<file path="src/rtl/uart_pkg.sv">
// Shared types and constants for the UART receive path.
package uart_pkg;

   localparam int DATA_BITS = 8;

   typedef enum logic [2:0] {
      IDLE,
      START,
      DATA,
      STOP,
      BREAK
   } rx_state_e;

endpackage

</file>
<file path="src/rtl/uart_rx_fifo.sv">
// Small synchronous FIFO; the occupancy count separates full from empty so pointers can wrap freely.
module uart_rx_fifo #(
   parameter int WIDTH = 8,
   parameter int DEPTH = 4
) (
   input  logic             clk,
   input  logic             rst,
   input  logic             push,
   input  logic [WIDTH-1:0] din,
   input  logic             pop,
   output logic [WIDTH-1:0] dout,
   output logic             empty,
   output logic             full
);

   localparam int AW = (DEPTH > 1) ? $clog2(DEPTH) : 1;

   logic [WIDTH-1:0] mem [DEPTH];
   logic [AW-1:0]    wr_ptr;
   logic [AW-1:0]    rd_ptr;
   logic [AW:0]      count;
   logic             do_push;
   logic             do_pop;

   assign empty   = (count == '0);
   assign full    = (count == (AW+1)'(DEPTH));
   assign do_pop  = pop & ~empty;
   // A pop in the same cycle frees the slot, so a push into a full FIFO still lands.
   assign do_push = push & (~full | do_pop);
   assign dout    = empty ? '0 : mem[rd_ptr];

   always_ff @(posedge clk) begin
      if (rst) begin
         wr_ptr <= '0;
         rd_ptr <= '0;
         count  <= '0;
      end else begin
         if (do_push) wr_ptr <= wr_ptr + AW'(1);
         if (do_pop)  rd_ptr <= rd_ptr + AW'(1);
         case ({do_push, do_pop})
            2'b10:   count <= count + (AW+1)'(1);
            2'b01:   count <= count - (AW+1)'(1);
            default: count <= count;
         endcase
      end
   end

   always_ff @(posedge clk) begin
      if (do_push) mem[wr_ptr] <= din;
   end

endmodule

</file>
<file path="src/rtl/uart_rx_core.sv">
// Oversampled 8N1 receiver: two-flop resync, 2-of-3 mid-bit vote, start-bit glitch rejection, byte FIFO.
//
// state | meaning
// IDLE  | line idle, waiting for rxs low
// START | timing start bit; false start aborts at the vote point
// DATA  | shifting in data bits LSB first
// STOP  | voting the stop bit; push or flag framing error
// BREAK | line held low after a bad stop, wait for high
module uart_rx_core
   import uart_pkg::*;
#(
   parameter int BAUD_DIV   = 434,
   parameter int FIFO_DEPTH = 4
) (
   input  logic       clk,
   input  logic       rst,
   input  logic       rx_i,
   output logic       rx_valid_o,
   output logic [7:0] rx_data_o,
   input  logic       rx_ready_i,
   output logic       frame_err_o,
   output logic       overrun_o,
   output logic       busy_o
);

   localparam int CW   = $clog2(BAUD_DIV);
   localparam int HALF = BAUD_DIV / 2;
   localparam int BW   = $clog2(DATA_BITS);

   localparam logic [CW-1:0] CNT_HM1  = CW'(HALF - 1);
   localparam logic [CW-1:0] CNT_MID  = CW'(HALF);
   localparam logic [CW-1:0] CNT_VOTE = CW'(HALF + 1);
   localparam logic [CW-1:0] CNT_LAST = CW'(BAUD_DIV - 1);
   localparam logic [BW-1:0] BIT_LAST = BW'(DATA_BITS - 1);

   rx_state_e            state_q, state_d;
   logic [1:0]           sync_q;
   logic [CW-1:0]        cnt_q, cnt_d;
   logic [BW-1:0]        bit_q, bit_d;
   logic [DATA_BITS-1:0] shreg_q, shreg_d;
   logic [1:0]           smp_q, smp_d;
   logic                 rxs;
   logic                 maj;
   logic                 push_req;
   logic                 fifo_empty;
   logic                 fifo_full;

   assign rxs = sync_q[1];
   // Third vote sample is the live value at the vote cycle itself.
   assign maj = (smp_q[0] & smp_q[1]) | (smp_q[0] & rxs) | (smp_q[1] & rxs);

   always_ff @(posedge clk) begin
      if (rst) begin
         sync_q  <= 2'b11;
         state_q <= IDLE;
         cnt_q   <= '0;
         bit_q   <= '0;
         shreg_q <= '0;
         smp_q   <= 2'b11;
      end else begin
         sync_q  <= {sync_q[0], rx_i};
         state_q <= state_d;
         cnt_q   <= cnt_d;
         bit_q   <= bit_d;
         shreg_q <= shreg_d;
         smp_q   <= smp_d;
      end
   end

   always_comb begin
      state_d     = state_q;
      cnt_d       = cnt_q;
      bit_d       = bit_q;
      shreg_d     = shreg_q;
      smp_d       = smp_q;
      push_req    = 1'b0;
      frame_err_o = 1'b0;

      if (cnt_q == CNT_HM1) smp_d[0] = rxs;
      if (cnt_q == CNT_MID) smp_d[1] = rxs;

      case (state_q)
         IDLE: begin
            cnt_d = '0;
            bit_d = '0;
            if (!rxs) state_d = START;
         end
         START: begin
            cnt_d = (cnt_q == CNT_LAST) ? '0 : cnt_q + CW'(1);
            if (cnt_q == CNT_VOTE && maj) begin
               state_d = IDLE;
               cnt_d   = '0;
            end else if (cnt_q == CNT_LAST) begin
               state_d = DATA;
               bit_d   = '0;
            end
         end
         DATA: begin
            cnt_d = (cnt_q == CNT_LAST) ? '0 : cnt_q + CW'(1);
            if (cnt_q == CNT_VOTE) shreg_d = {maj, shreg_q[DATA_BITS-1:1]};
            if (cnt_q == CNT_LAST) begin
               if (bit_q == BIT_LAST) state_d = STOP;
               else                   bit_d   = bit_q + BW'(1);
            end
         end
         STOP: begin
            cnt_d = cnt_q + CW'(1);
            if (cnt_q == CNT_VOTE) begin
               cnt_d = '0;
               if (maj) begin
                  push_req = 1'b1;
                  state_d  = IDLE;
               end else begin
                  frame_err_o = 1'b1;
                  state_d     = BREAK;
               end
            end
         end
         BREAK: begin
            cnt_d = '0;
            if (rxs) state_d = IDLE;
         end
         default: begin
            state_d = IDLE;
            cnt_d   = '0;
         end
      endcase
   end

   assign busy_o     = (state_q != IDLE);
   assign rx_valid_o = ~fifo_empty;
   // Full implies valid, so a raised ready guarantees a pop this cycle.
   assign overrun_o  = push_req & fifo_full & ~rx_ready_i;

   uart_rx_fifo #(
      .WIDTH (DATA_BITS),
      .DEPTH (FIFO_DEPTH)
   ) u_fifo (
      .clk   (clk),
      .rst   (rst),
      .push  (push_req),
      .din   (shreg_q),
      .pop   (rx_ready_i),
      .dout  (rx_data_o),
      .empty (fifo_empty),
      .full  (fifo_full)
   );

endmodule

</file>
<file path="config.mk">
export PLATFORM = sky130hd
export DESIGN_NAME = uart_rx_core
export DESIGN_NICKNAME = d
export VERILOG_FILES = /design/src/rtl/uart_pkg.sv /design/src/rtl/uart_rx_fifo.sv /design/src/rtl/uart_rx_core.sv
export SDC_FILE = /design/constraint.sdc
export NUM_CORES = 1
export LEC_CHECK = 0
export CORE_UTILIZATION = 30
export CTS_CLUSTER_DIAMETER = 80
export CTS_CLUSTER_SIZE = 14
export DETAILED_ROUTE_END_ITERATION = 12
export PLACE_DENSITY = 0.56
export SLEW_MARGIN = 30
export SYNTH_ARGS = -nofsm -noshare
export SYNTH_HDL_FRONTEND = slang
export SYNTH_SLANG_ARGS = --single-unit
</file>
<file path="constraint.sdc">
create_clock -name clk -period 3.25 [get_ports clk]
set_clock_uncertainty 0.05 [all_clocks]
set_input_delay 0.325 -clock clk [delete_from_list [all_inputs] [get_ports clk]]
set_output_delay 0.325 -clock clk [all_outputs]
set_load 0.01 [all_outputs]
</file>
## Word level (Yosys, flattened, before mapping)

Memory sizes are Yosys's and may differ from the RTL's. A register that Yosys moved wholly into a read port is not among the register bits.
Index checks and enable logic that the tools add are counted.
W data, S select, Z words.

- Bits in registers: 34
- Latch bits: 0
- Memory bits (writable): 32
- Bits in read-only memories: 0
- Input port bits: 4
- Output and inout bits: 12
- Word-level logic and storage cells: 90
- Memories kept: 1

Memories:

| memory | depth | width | rd ports | clocked after memory_dff | wr ports | RTL line | text |
|---|---|---|---|---|---|---|---|
| u_fifo.mem | 4 | 8 | 1 | 1 | 1 | uart_rx_fifo.sv:18 | `logic [WIDTH-1:0] mem [DEPTH];` |

- $add $sub $neg: 6
- Multipliers: 0
- Divide/modulo/power cells: 0
- Order comparisons: 0
- Eq/ne operators: 21
- Shift-type cells: 0
- Muxes and demuxes: 30
- Bitwise gates (word level): 13
- Reduce and logical (&&, ||, !) cells: 9

Operators by type and width:

| cell | count |
|---|---|
| $mux W3 | 12 |
| $eq A9 B8 Y1 const B | 3 |
| $mux W9 | 3 |
| $pmux W9 S3 | 1 |
| $ne A2 B2 Y1 const B | 8 |
| $pmux W3 S5 | 1 |
| $add A9 B1 Y9 const B | 1 |
| $eq A3 B3 Y1 const B | 3 |
| $eq A9 B9 Y1 const B | 1 |
| $pmux W3 S3 | 1 |
| $mux W1 | 8 |
| $mux W8 | 1 |
| $and A1 B1 Y1 | 7 |
| $add A3 B1 Y3 const B | 2 |
| $eq A3 B2 Y1 const B | 2 |
| $logic_not A3 Y1 | 2 |
| $pmux W3 S2 | 1 |
| $reduce_and A6 Y1 | 1 |
| $reduce_bool A3 Y1 | 2 |
| $reduce_and A5 Y1 | 1 |
| $add A2 B1 Y2 const B | 2 |
| $mux W2 | 2 |
| $eq A3 B1 Y1 const B | 1 |
| $ne A3 B3 Y1 const B | 1 |
| 8 further kinds | 12 |

## Longest topological paths before layout

Gate-level depths: netlist of run 1.

- Depth after elaboration: 9
- Mapped depth: 9
- Mapped depth without buffers: 9

## Modules after synthesis

Synthesis of run 1 repeated with hierarchy kept, for this count alone.

- Cells, all modules: 250
- Area, all modules: 3159.3 um^2

By module, submodules not included:

| module | times used | cells an instance | area an instance (um^2) | seq. area each (um^2) |
|---|---|---|---|---|
| uart_rx_fifo | 1 | 105 | 1706.6 | 1141.1 |
| uart_rx_core | 1 | 145 | 1452.6 | 540.5 |

## Worst setup path before layout of run 1

Ideal clock, no wire load.

- Path kind: flip-flop to flip-flop
- Start: reg u_fifo.count[0]
- End: reg u_fifo.count[2]
- Library setup time: 123 ps
- Data arrival time: 1965 ps
- Required time: 3077 ps
- Slack: 1112 ps
- Stages on the path, launching flop included: 7
- Path buffers: 1
- Clock period less this slack: 2138 ps
- Cells stage by stage: dfxtp_1 > or3_1 > buf_6 > and2_4 > or4_4 > o21ai_2 > mux2_1

- Longest elaborated chain between the ends: 7
- Elaborated cells on any way between the ends: 13
- Those cells by class: add/sub (2); eq/ne (3); mux (1); bitwise (5); reduce/logical (2)

RTL lines:

| item | RTL line | text |
|---|---|---|
| from (decl) | uart_rx_fifo.sv:21 | `logic [AW:0] count;` |
| from (signal assigned) | uart_rx_fifo.sv:41 | `2'b10: count <= count + (AW+1)'(1);` |
| from (signal assigned) | uart_rx_fifo.sv:42 | `2'b01: count <= count - (AW+1)'(1);` |
| from (signal assigned) | uart_rx_fifo.sv:43 | `default: count <= count;` |
| $logic_not A3 Y1 * | uart_rx_fifo.sv:25 | `assign empty = (count == '0);` |
| $not A1 Y1 * | n/a |  |
| net rx_valid_o | uart_rx_core.sv:18 | `output logic rx_valid_o,` |
| $and A1 B1 Y1 * | uart_rx_fifo.sv:27 | `assign do_pop = pop & ~empty;` |
| $or A1 B1 Y1 | uart_rx_fifo.sv:29 | `assign do_push = push & (~full \| do_pop);` |
| $and A1 B1 Y1 | uart_rx_fifo.sv:29 |  |
| $eq A2 B1 Y1 or $eq A2 B2 Y1 (tied branches) | uart_rx_fifo.sv:40 | `case ({do_push, do_pop})` |
| $pmux W3 S2 or $reduce_bool A2 Y1 (tied branches) | n/a |  |

Mark *: on every way through the listed nets, which the timed path passes. The rest lies on a longest branch.
A chain may end at the register's enable or synchronous reset.

## Worst setup path in the final report of run 1

- Start: reg cnt_q[0]
- End: out overrun_o

- Longest elaborated chain between the ends: 5

RTL lines:

| item | RTL line | text |
|---|---|---|
| from (decl) | uart_rx_core.sv:38 | `logic [CW-1:0] cnt_q, cnt_d;` |
| from (signal assigned) | uart_rx_core.sv:63 | `cnt_q <= cnt_d;` |
| $eq A9 B8 Y1 | uart_rx_core.sv:108 | `if (cnt_q == CNT_VOTE) begin` |
| $mux W1 | uart_rx_core.sv:108 |  |
| $mux W1 | uart_rx_core.sv:82 | `case (state_q)` |
| $and A1 B1 Y1 (2 in a row) | uart_rx_core.sv:133 | `assign overrun_o = push_req & fifo_full & ~rx_ready_i;` |
| to (decl) | uart_rx_core.sv:22 | `output logic overrun_o,` |

Every way passes these cells.

==> results summary, run 1 <==
The buffer depth of the longest clock path came out at 2. The net count of the finished layout came out at 279. The die covers 0.0103 mm2. Across every metal layer, demand over resource in global routing totals 0.114.

The area growth from synthesis to layout is 15.9%. The number of different library cells in the post-synthesis netlist is 54. The cell type with the largest total area after synthesis is edfxtp_1.

The die width came out at 101 um. The post-route cell area came out at 0.00344 mm2. The share of the synthesized area in the top cell type is 0.324.

For this run, design rule violations remaining after detail routing come to 0. The clock edge transition at the registers on the reported setup and hold paths came out at 0.07 ns. The share of cells above drive strength 1 is 0.138.

The number of search-and-repair iterations in the first detailed-routing pass came out at 4. The path type of the worst setup path is reg2out. The cell type group with the largest total delay on the critical path is simple AND/OR/NAND/NOR gates. For this run, the share of the core covered by cells in the final layout is 0.365. The count of buffer and inverter cells on the critical path came out at 2.

Clock tree synthesis selected as its root buffer the cell clkbuf_8. The internal power consumption came out at 1.32 mW. Of the total power, the clock network draws 0.346. The routed design could run at a clock period as short as 2.76 ns.

Counting the fill cells in the layout gives 931. For the worst setup path, the data required time is 2.87 ns. The worst setup path is captured at an output pin. The maximum single-stage delay on the critical path is 0.63 ns. The vertical die dimension came out at 101 um.

The post-detailed-route count of antenna-violating nets is 0. The highest-delay cell along the critical path is clkdlybuf4s50_1. The via count of the first global-routing pass is 1768. The number of synthesized register bits is 68. The final non-filler cell total came out at 398. The post-synthesis average cell area came out at 12.2 um2. The count of final hold-check violations came out at 0. Of the total power, the share spent switching nets is 0.257.

The number of max-cap violations came out at 0. The wire length of the first global-routing pass is 8570 um. The highest ir drop seen on vdd is 0.228 mV. The class of the most critical hold timing path is reg2reg.

Setup slack on the worst reg-to-reg path comes out at 0.93 ns. In this run, CTS created clock tree buffers numbering 9. The number of antenna violations at the first check in global routing came to 0. TritonCTS built the clock tree.

The headroom to the max-slew limit is 0.565. Once placement finished, the instance area stood at 0.00326 mm2. The vias per cell came out at 4.56. By area the synthesized netlist is led by edfxtp_1 (32%), dfxtp_1 (24%), mux4_2 (6.1%). Along the worst path, the maximum fanout reaches 5. The predominant post-synthesis flop cell is dfxtp_1.

Setup repair after global routing left no endpoint under its margin. The detailed router finished its first iteration with 50 violations. The average wire per standard cell is 12.8 um. The pin slew with the least headroom to its limit came out at 0.651 ns. The area of the core region is 0.00942 mm2. In this run the number of H-tree levels came out at 3. The sum of negative setup slack came out at 0 ns. The I/O pin count came out at 16. The number of synthesized flops with an enable pin came out at 32. The number of instances in the synthesized netlist came out at 243. The global placer's final weighted congestion came out at 0.738. The clock net in this run drives a total of 68 sinks. The Yosys warning count is 0. Entering global routing, the biggest net connects 17 pins. The share of the clock period used by the worst path came out at 0.849.

The cell count after placement came out at 382. For this block, the routed nets add up to 5090 um of wire. Hold repair after CTS inserted 0 buffers.

The post-CTS setup buffer count is 0. The static leakage is 1.13 nW. The share of total power dissipated in combinational logic is 0.131. The floorplan has 35 rows. The critical path startpoint category is a flip-flop.

The data arrival time at the worst-slack endpoint came out at 2.39 ns. The ratio of total power to cell area is 517 mW/mm2. The total setup violations reported at the end of the flow is 0. The fraction of the yosys area taken by sequential cells is 0.567. In this run the power spent charging and discharging nets is 0.457 mW.

The number of antenna diodes in the final layout is 0. Summed over all nets, the half-perimeter wirelength after detailed placement is 3460 um. The sequential group share of total power came out at 0.523. The maximum clock frequency came out at 362 MHz. Input and output buffers added on the ports amount to 15.

Summed over all layers, the global routing overflow is 0. The worst-skew pair later-pin latency is 0.34 ns. Summing over every cut layer, the via total after detailed routing is 1816. The number of pins with negative max-slew slack in the final report is 0. Summing every instance area after synthesis gives 0.00297 mm2. The starting density of the core is 0.315. In this run, post-CTS repair resized a total of 0 instances.

The number of nets in the synthesized netlist is 258. Counting flops with an async set or reset pin after synthesis yields a share of 0. The flow ran to the end, and the final reports show no timing, DRC or antenna violations. The minimum hold slack came out at 0.360 ns. Walking the worst path, the cells encountered are inv_1, ha_1, nand4b_1, or2_1, nor4b_1, clkdlybuf4s50_1.
-- final timing paths --
path	from	to	cells past startpoint
max	cnt_q[0]	overrun_o	6
max reg2reg	cnt_q[0]	u_fifo.mem[1][7]	6
min	sync_q[0]	sync_q[1]	1
min reg2reg	sync_q[0]	sync_q[1]	1
-- cell usage in the layout, fill, tap and decap left out, drive strengths merged, types with 3 or more instances in the layout --
| cell type | n |
|---|---|
| a21boi | 3 |
| a21oi | 8 |
| and2 | 14 |
| and3 | 4 |
| buf | 3 |
| clkbuf | 9 |
| clkdlybuf4s50 | 15 |
| clkinv | 4 |
| dfxtp | 36 |
| edfxtp | 32 |
| ha | 10 |
| inv | 11 |
| mux2i | 8 |
| mux4 | 8 |
| nand2 | 9 |
| nand3 | 5 |
| nor2 | 31 |
| nor3 | 3 |
| o21ai | 8 |
| or2 | 3 |
| or3 | 3 |
| xnor2 | 7 |
| xor2 | 3 |
-- sequential cells by signal, summed over array words and instances (netlist names), named ones only --
name	flops
cnt_q	9
bit_q	3
shreg_q	8
smp_q	2
u_fifo.rd_ptr	2
u_fifo.count	3
u_fifo.wr_ptr	2
state_q	3
sync_q	2
u_fifo.mem	32
-- cells in the mapped netlist (3+ instances only) --
library cell,n
mux4_2,8
and3_1,3
nor2_1,30
dfxtp_1,36
xor2_1,3
ha_1,10
nand2_1,9
mux2i_1,8
a21boi_0,3
or3_1,3
o21ai_0,6
a21oi_1,7
edfxtp_1,32
nand3_1,5
clkbuf_1,7
xnor2_1,7
and2_1,13
inv_1,10
-- routing by layer --
metal | vias to the layer above | wire [um] | share of wire | global-route usage
met3 | 7 | 179 | 0.035 | 0.0476
li1 | 920 | - | - | -
met5 | - | 0 | 0 | 0
met2 | 22 | 2440 | 0.48 | 0.193
met4 | 0 | 57 | 0.011 | 0.0401
met1 | 867 | 2410 | 0.47 | 0.129
-- power by group through the flow --
stage / Sequential [mW] / Clock, mW / Combinational (mW)
3_3_place_gp: 0.952 / 0 / 0.236
4_1_cts: 0.933 / 0.640 / 0.238
5_1_grt: 0.937 / 0.679 / 0.257
6_report: 0.931 / 0.615 / 0.233
2_1_floorplan: 0.931 / 0 / 0.171
3_5_place_dp: 0.952 / 0 / 0.238
-- area by class of cell --
class | count | area, um2 | area share
multi-input combinational | 157 | 1210 | 0.352
clock buffer | 9 | 124 | 0.0360
tap | 129 | 161 | 0.0469
timing repair buffer | 18 | 173 | 0.0502
clock inverter | 7 | 51.3 | 0.0149
inverter | 10 | 37.5 | 0.0109
sequential | 68 | 1680 | 0.489
-- cells by family after synthesis --
group,synth area share
AND/OR/NAND/NOR,0.172
flip-flops,0.567
AO/OA/AOI/OAI,0.0632
buffers and inverters,0.0253
multiplexers,0.0915
adder cells (fa/ha/maj),0.0523
XOR/XNOR,0.0295
-- through the flow --
step,setup slack [ns],power (mW)
after floorplan,1.11,1.10
after global placement,0.608,1.19
after detailed placement,0.644,1.19
after CTS,0.462,1.81
after global routing,0.366,1.87
final,0.489,1.78
Power figures use the tool's default switching activity.
==> inputs of run 2 (changes only) <==
- clock period: 3.25 -> 2.85 ns (I/O delays scaled with it)
==> run 2 against run 1 <==
  * Final cell count unchanged
  * Cell area up 0.69%
  * Via count up 1.9%
  * Critical path type unchanged
  * Worst hold slack worse by 0.0034 ns
  * Largest cell class unchanged
==> results summary, run 2 (synthesis results as in run 1) <==
The overall track demand over capacity in global routing came out at 0.114. In this run the tightest slew margin relative to its limit is 0.541. The critical path ends at frame_err_o.

The global placer's final weighted congestion came out at 0.776. The finished layout holds 398 standard cells, fillers aside. Buffers inserted to repair hold after CTS numbered 0.

For this run, the slowest stage of the critical path takes 0.52 ns. The tool flagged a number of max-cap violations equal to 0. The internal power consumption came out at 1.60 mW. The run finished with clean final reports. The startpoint identified for the worst hold timing path is sync_q[0]. In this run the clock root is driven by a clkbuf_8. In the final layout, the registers with the most flip-flops are u_fifo.mem: 32 flops, cnt_q: 9 flops, shreg_q: 8 flops. The quantity of gates resized following cts is 0. The number of search-and-repair iterations in the first detailed-routing pass came out at 4. Setup violations remaining at the end of the flow were counted as 0.

In this run the worst hold path is classified as reg2reg. The wire-length estimate of the detail-placed layout is 3530 um. The via count of the first global-routing pass is 1831. The static leakage came out at 1.14 nW. The path type of the worst setup path is reg2out.

Clock tree synthesis inserted a total of 9 buffers. Summing internal, switching and leakage power gives 2.10 mW. The number of pins with negative max-slew slack in the final report is 0. In the routed design, unresolved DRC markers number 0. No sink is reached through more buffers than the 2 on the longest clock path. The count of buffer and inverter cells on the critical path came out at 3. The area enclosed by the die boundary came out at 0.0103 mm2. The worst setup slack for register-to-register paths came out at 0.48 ns. The total wire length is 5150 um.

The post-CTS setup buffer count came out at 0. The clock drives 68 sinks. The global-route congestion overflow total came out at 0.

The maximum clock frequency came out at 384 MHz. Traced cell by cell, the critical path runs through inv_1, ha_1, nand4b_1, or2_1, or3_1, inv_1, clkdlybuf4s50_1. The initial utilization of the core area, before any placement, comes to 0.315.

The maximum number of pins on one net before global-route repair is 27. The later pin in the worst-skew pair is clocked with a latency of 0.34 ns. The fraction of power consumed by the clock network is 0.365. The pre-CTS worst setup slack is 0.312 ns. The minimum clock period came out at 2.61 ns. The net count of the finished layout came out at 279. The post-route cell area is 0.00346 mm2. For the pin with the worst max-slew slack, the measured transition is 0.684 ns. Once layout is complete, the utilization of the core stands at 0.368. The endpoint identified for the worst register-to-register timing path is u_fifo.mem[0][5].

The sum of negative setup slack came out at 0 ns. The highest ir drop seen on vdd came out at 0.204 mV. The number of placement rows came out at 35. The register with the most flip-flops in the layout has 32 of them. In this design, the largest share of critical-path delay is due to simple AND/OR/NAND/NOR gates. In the routed layout, each cell is associated on average with a via count of 4.65.

The number of violations reported at the end of detailed-routing iteration 0 came out at 42. The cell that appears most often on the critical path is inv_1. The total number of vias came out at 1851. 0 antenna diodes ended up in the layout. The port buffer count is 15. Of the available clock period, the critical path in the final layout requires 0.914. In the final layout, flip-flops and latches occupy 0.00168 mm2. The data arrival time at the worst-slack endpoint came out at 2.27 ns.

The I/O pin count came out at 16. The detail route stage leaves a number of antenna-violating nets equal to 0. The fraction of power consumed by combinational cells came out at 0.135. The cell area after placement came out at 0.00326 mm2.

The switching power of the nets came out at 0.503 mW. In this run the critical register-to-register path is launched from cnt_q[0]. TritonCTS built the clock tree. The worst setup margin came out at 0.244 ns.

The required time of the worst setup path came out at 2.52 ns. The worst reg2reg path depth came out at 6. The register with the most flip-flops is u_fifo.mem. Of all nets on the critical path, the largest fanout is 5. The total area inside the core boundary comes to 0.00942 mm2.

Counting the fill cells in the layout gives 931. The critical path depth in cells came out at 7. In this run the power density over the cells is 607 mW/mm2. In the final routed layout, each cell accounts on average for 12.9 um.

The H-tree generated during clock tree synthesis spans 3 levels. Tracing the worst setup path back leads to its startpoint at cnt_q[0]. The vertical die dimension is 101 um. The number of antenna violations at the first check in global routing came out at 0. The clock edge transition at the registers on the reported setup and hold paths is 0.06 ns. The cell count after placement came out at 382. The wire length of the first global-routing pass came out at 8670 um.

In the layout the commonest cells are dfxtp_1 (36), edfxtp_1 (32), nor2_1 (30), clkdlybuf4s50_1 (15), and2_1 (13). The sequential group share of total power came out at 0.501. STA classifies the critical path endpoint as an output pin.

Setup repair after global routing left no endpoint under its margin. The multi-input combinational cells in the finished layout cover a total of 0.00122 mm2. Of the cells placed in the final design, the portion with a size suffix greater than 1 is 0.138. The count of final hold-check violations is 0. The area growth from synthesis to layout is 16.7%. The minimum hold slack came out at 0.357 ns. Leaving out fill and tap cells, the most frequent cell in the layout is dfxtp_1. The proportion of total power due to net switching is 0.239. The die width is 101 um.

Among all stages on the critical path, the largest delay is contributed by clkdlybuf4s50_1. The critical path startpoint category is a flip-flop.
-- run 2: how the worst min path moves through the flow --
stage                     cells past startpoint        end
after global routing                          1  sync_q[1]
after CTS                                     1  sync_q[1]
final                                         1  sync_q[1]
after detailed placement                      1  sync_q[1]
after global placement                        1  sync_q[1]
after floorplan                               1  sync_q[0]
-- run 2: power by group through the flow --
stage               clock [mW]  combinational (mW)  sequential (mW)
floorplan                    0               0.195             1.06
global placement             0               0.284             1.07
detailed placement           0               0.289             1.08
CTS                      0.787               0.290             1.05
global route             0.831               0.315             1.06
finish                   0.767               0.283             1.05
-- run 2: cell type report --
| class | count | share of cell area |
|---|---|---|
| flip-flops and latches | 68 | 0.486 |
| multi-input cells | 157 | 0.352 |
| repair buffers | 18 | 0.0499 |
| well taps | 129 | 0.0466 |
| clock buffers | 10 | 0.0368 |
| clock inverters | 6 | 0.0188 |
| inverters | 10 | 0.0108 |
-- run 2: worst register-to-register path, cell delays in order, from the launching register on --
cell and delay [ns]:
dfxtp_1 0.34, inv_1 0.09, ha_1 0.19, nand4b_1 0.11, or2_1 0.27, nor4_1 0.49
and2_1 0.49
-- run 2: layer usage --
metal / GRT usage / routed length, um
met1: 0.131 / 2370
met2: 0.193 / 2480
met3: 0.0345 / 188
met4: 0.0602 / 104
met5: 0 / 0
==> inputs of run 3 (changes only) <==
- CELL_PAD_IN_SITES_DETAIL_PLACEMENT: unset -> 0
- CELL_PAD_IN_SITES_GLOBAL_PLACEMENT: unset -> 2
- PLACE_DENSITY: 0.56 -> 0.71
==> run 3 against run 2 <==
  * Combinational power hardly changed
  * Register-to-register slack improved by 0.03 ns
  * Critical path depth fell by 1
  * Total power is 2.6% higher
  * Clock-buffer cell count shrank 1
  * Worst hold slack improved by 0.0046 ns
  * Sequential power hardly changed
  * Core utilization is 0.21 points higher
  * Fmax is 1.0% lower
  * Cell area up 0.58%
  * Critical endpoint is now overrun_o
==> results summary, run 3 (synthesis results as in run 1) <==
During placement, the flow inserted port buffers numbering 15. In this run the core area contains 35 standard-cell rows. The post-route core utilization came out at 0.370. The worst setup margin is 0.216 ns. The number of antenna violations at the first check in global routing came out at 0. The count of final hold-check violations came out at 0.

VDD sags by at most 0.230 mV. The tool flagged a number of max-cap violations equal to 0. The minimum clock period is 2.63 ns.

The headroom to the max-slew limit came out at 0.584. The average wire per standard cell is 13.2 um. The most common library cell in the layout ignoring fill and taps is dfxtp_1. The path class of the tightest hold or removal check is reg2reg.

The met3 layer usage reported by global route came out at 0.0324. The post-CTS setup buffer count came out at 0. In this run the standard cell core region covers 0.00942 mm2.

The global-route congestion overflow total came out at 0. The quantity of gates resized following cts came out at 0. The worst setup path is captured at an output pin. The maximum number of pins on one net before global-route repair is 18.

The required time of the worst setup path is 2.52 ns. The critical path in this run is classified as reg2out. The number of pins with negative max-slew slack in the final report was 0.

The number of clock buffers inserted by TritonCTS is 9. The ratio of total power to cell area is 619 mW/mm2. For met2 alone, demand over resource in global routing was 0.192. CTS saw 68 sinks. Clock latency on the worst-skew pair, taken at its later pin, is 0.35 ns. The via count of the first global-routing pass came out at 1803. The global placer's final weighted congestion came out at 0.678. The starting density of the core is 0.315. The filler cells instantiated in the layout total 931. CTS built an H-tree with a depth of 3. The biggest fanout along the worst timing path is 5.

The analysis attributes to cell leakage a power of 1.15 nW. Hold timing on the final database bottoms out at a slack of 0.361 ns. The area enclosed by the die boundary came out at 0.0103 mm2. The net count of the finished layout is 281. The number of design rule violations left after detail routing came out at 0. The area growth from synthesis to layout is 17.4%. TritonCTS built the clock tree. The flip-flop count of the largest register after layout came out at 32.

At the placement stage, the worst setup path has a slack of 0.301 ns. The vias per cell came out at 4.49. The clock edge transition at the registers on the reported setup and hold paths came out at 0.08 ns. The HPWL after detailed placement is 3650 um. The pin slew with the least headroom to its limit came out at 0.624 ns. For this design, the CTS-stage hold fixing added 0 buffers. The share of cells above drive strength 1 came out at 0.144. In the finished design, the share of the clock period the worst path needs comes to 0.924.

The maximum clock frequency is 380 MHz. The die width came out at 101 um. The first global-routing pass estimated 8950 um of wire. The first TritonRoute pass finished after 4 iterations. Setup repair after global routing left no endpoint under its margin.

The layer flagged by global routing as most heavily used is met2. The register with the most flip-flops in the final layout is u_fifo.mem. The worst setup path is launched from a flip-flop. In this run, the number of DRC markers left after iteration 0 of detailed routing was 31. The I/O pin count came out at 16. The total wire length is 5270 um.

The met1 routing resource usage after global routing is 0.143. The overall track demand over capacity in global routing is 0.119. The sum of negative setup slack came out at 0 ns.

The buffer depth of the longest clock path came out at 2. The total number of vias came out at 1795. The total setup violations reported at the end of the flow came out at 0. The antenna diode instance count came out at 0. The post-detailed-route count of antenna-violating nets is 0. The top cell types in the final layout, fill and taps aside, are dfxtp_1 (36), edfxtp_1 (32), nor2_1 (30), clkdlybuf4s50_1 (15), and2_1 (13).

The largest registers in the layout are u_fifo.mem: 32 flops, cnt_q: 9 flops, shreg_q: 8 flops. The root buffer cell chosen for the clock tree is clkbuf_8. The run finished with clean final reports. The data arrival time at the worst-slack endpoint came out at 2.30 ns.

The vertical die dimension came out at 101 um.
==> run 3: cell count changes in the layout (fill, tap and decap cells not counted), moves of 2 or more <==
cell / delta
inv_6: +4
buf_4: +2
clkinv_2: -2
clkinv_4: -2
==> run 3: final timing paths <==
check / start / to / slack [ns] / cells past startpoint
setup / recovery: cnt_q[0] / overrun_o / 0.22 / 6
hold / removal: sync_q[0] / sync_q[1] / 0.36 / 1
setup reg to reg: cnt_q[0] / u_fifo.mem[0][1] / 0.51 / 6
hold reg to reg: sync_q[0] / sync_q[1] / 0.36 / 1
==> run 3: final cells by class <==
cell class / count / area, um2 / area share
Inverter: 10 / 37.5 / 0.0108
Clock inverter: 7 / 80.1 / 0.0230
Timing Repair Buffer: 20 / 188 / 0.0539
Multi-Input combinational cell: 157 / 1210 / 0.348
Sequential cell: 68 / 1680 / 0.483
Clock buffer: 9 / 124 / 0.0356
Tap cell: 129 / 161 / 0.0463
==> run 3: metrics by stage <==
step                      cells  area, um2  power (mW)
after floorplan             243       2970        1.26
after global placement      384       3280        1.36
after detailed placement    384       3280        1.36
after CTS                   400       3480        2.19
after global routing        400       3480        2.26
final                       400       3480        2.16
==> run 3: critical path, stage by stage (launching register included) <==
cell and delay [ns]:
dfxtp_1 0.35, inv_1 0.09, ha_1 0.18, nand4b_1 0.12
or2_1 0.26, nor4b_1 0.34, clkdlybuf4s50_1 0.62
==> run 3: per-layer routing <==
layer	part of all wire	vias up
met5	0	-
met4	0.024	0
met3	0.025	9
met2	0.48	23
met1	0.47	837
li1	-	926
==> run 3: power by group <==
group / internal, mW / total, mW / switching (mW) / leakage (nW)
combinational: 0.163 / 0.281 / 0.118 / 0.470
sequential: 1.03 / 1.05 / 0.0219 / 0.587
clock: 0.416 / 0.822 / 0.406 / 0.0973
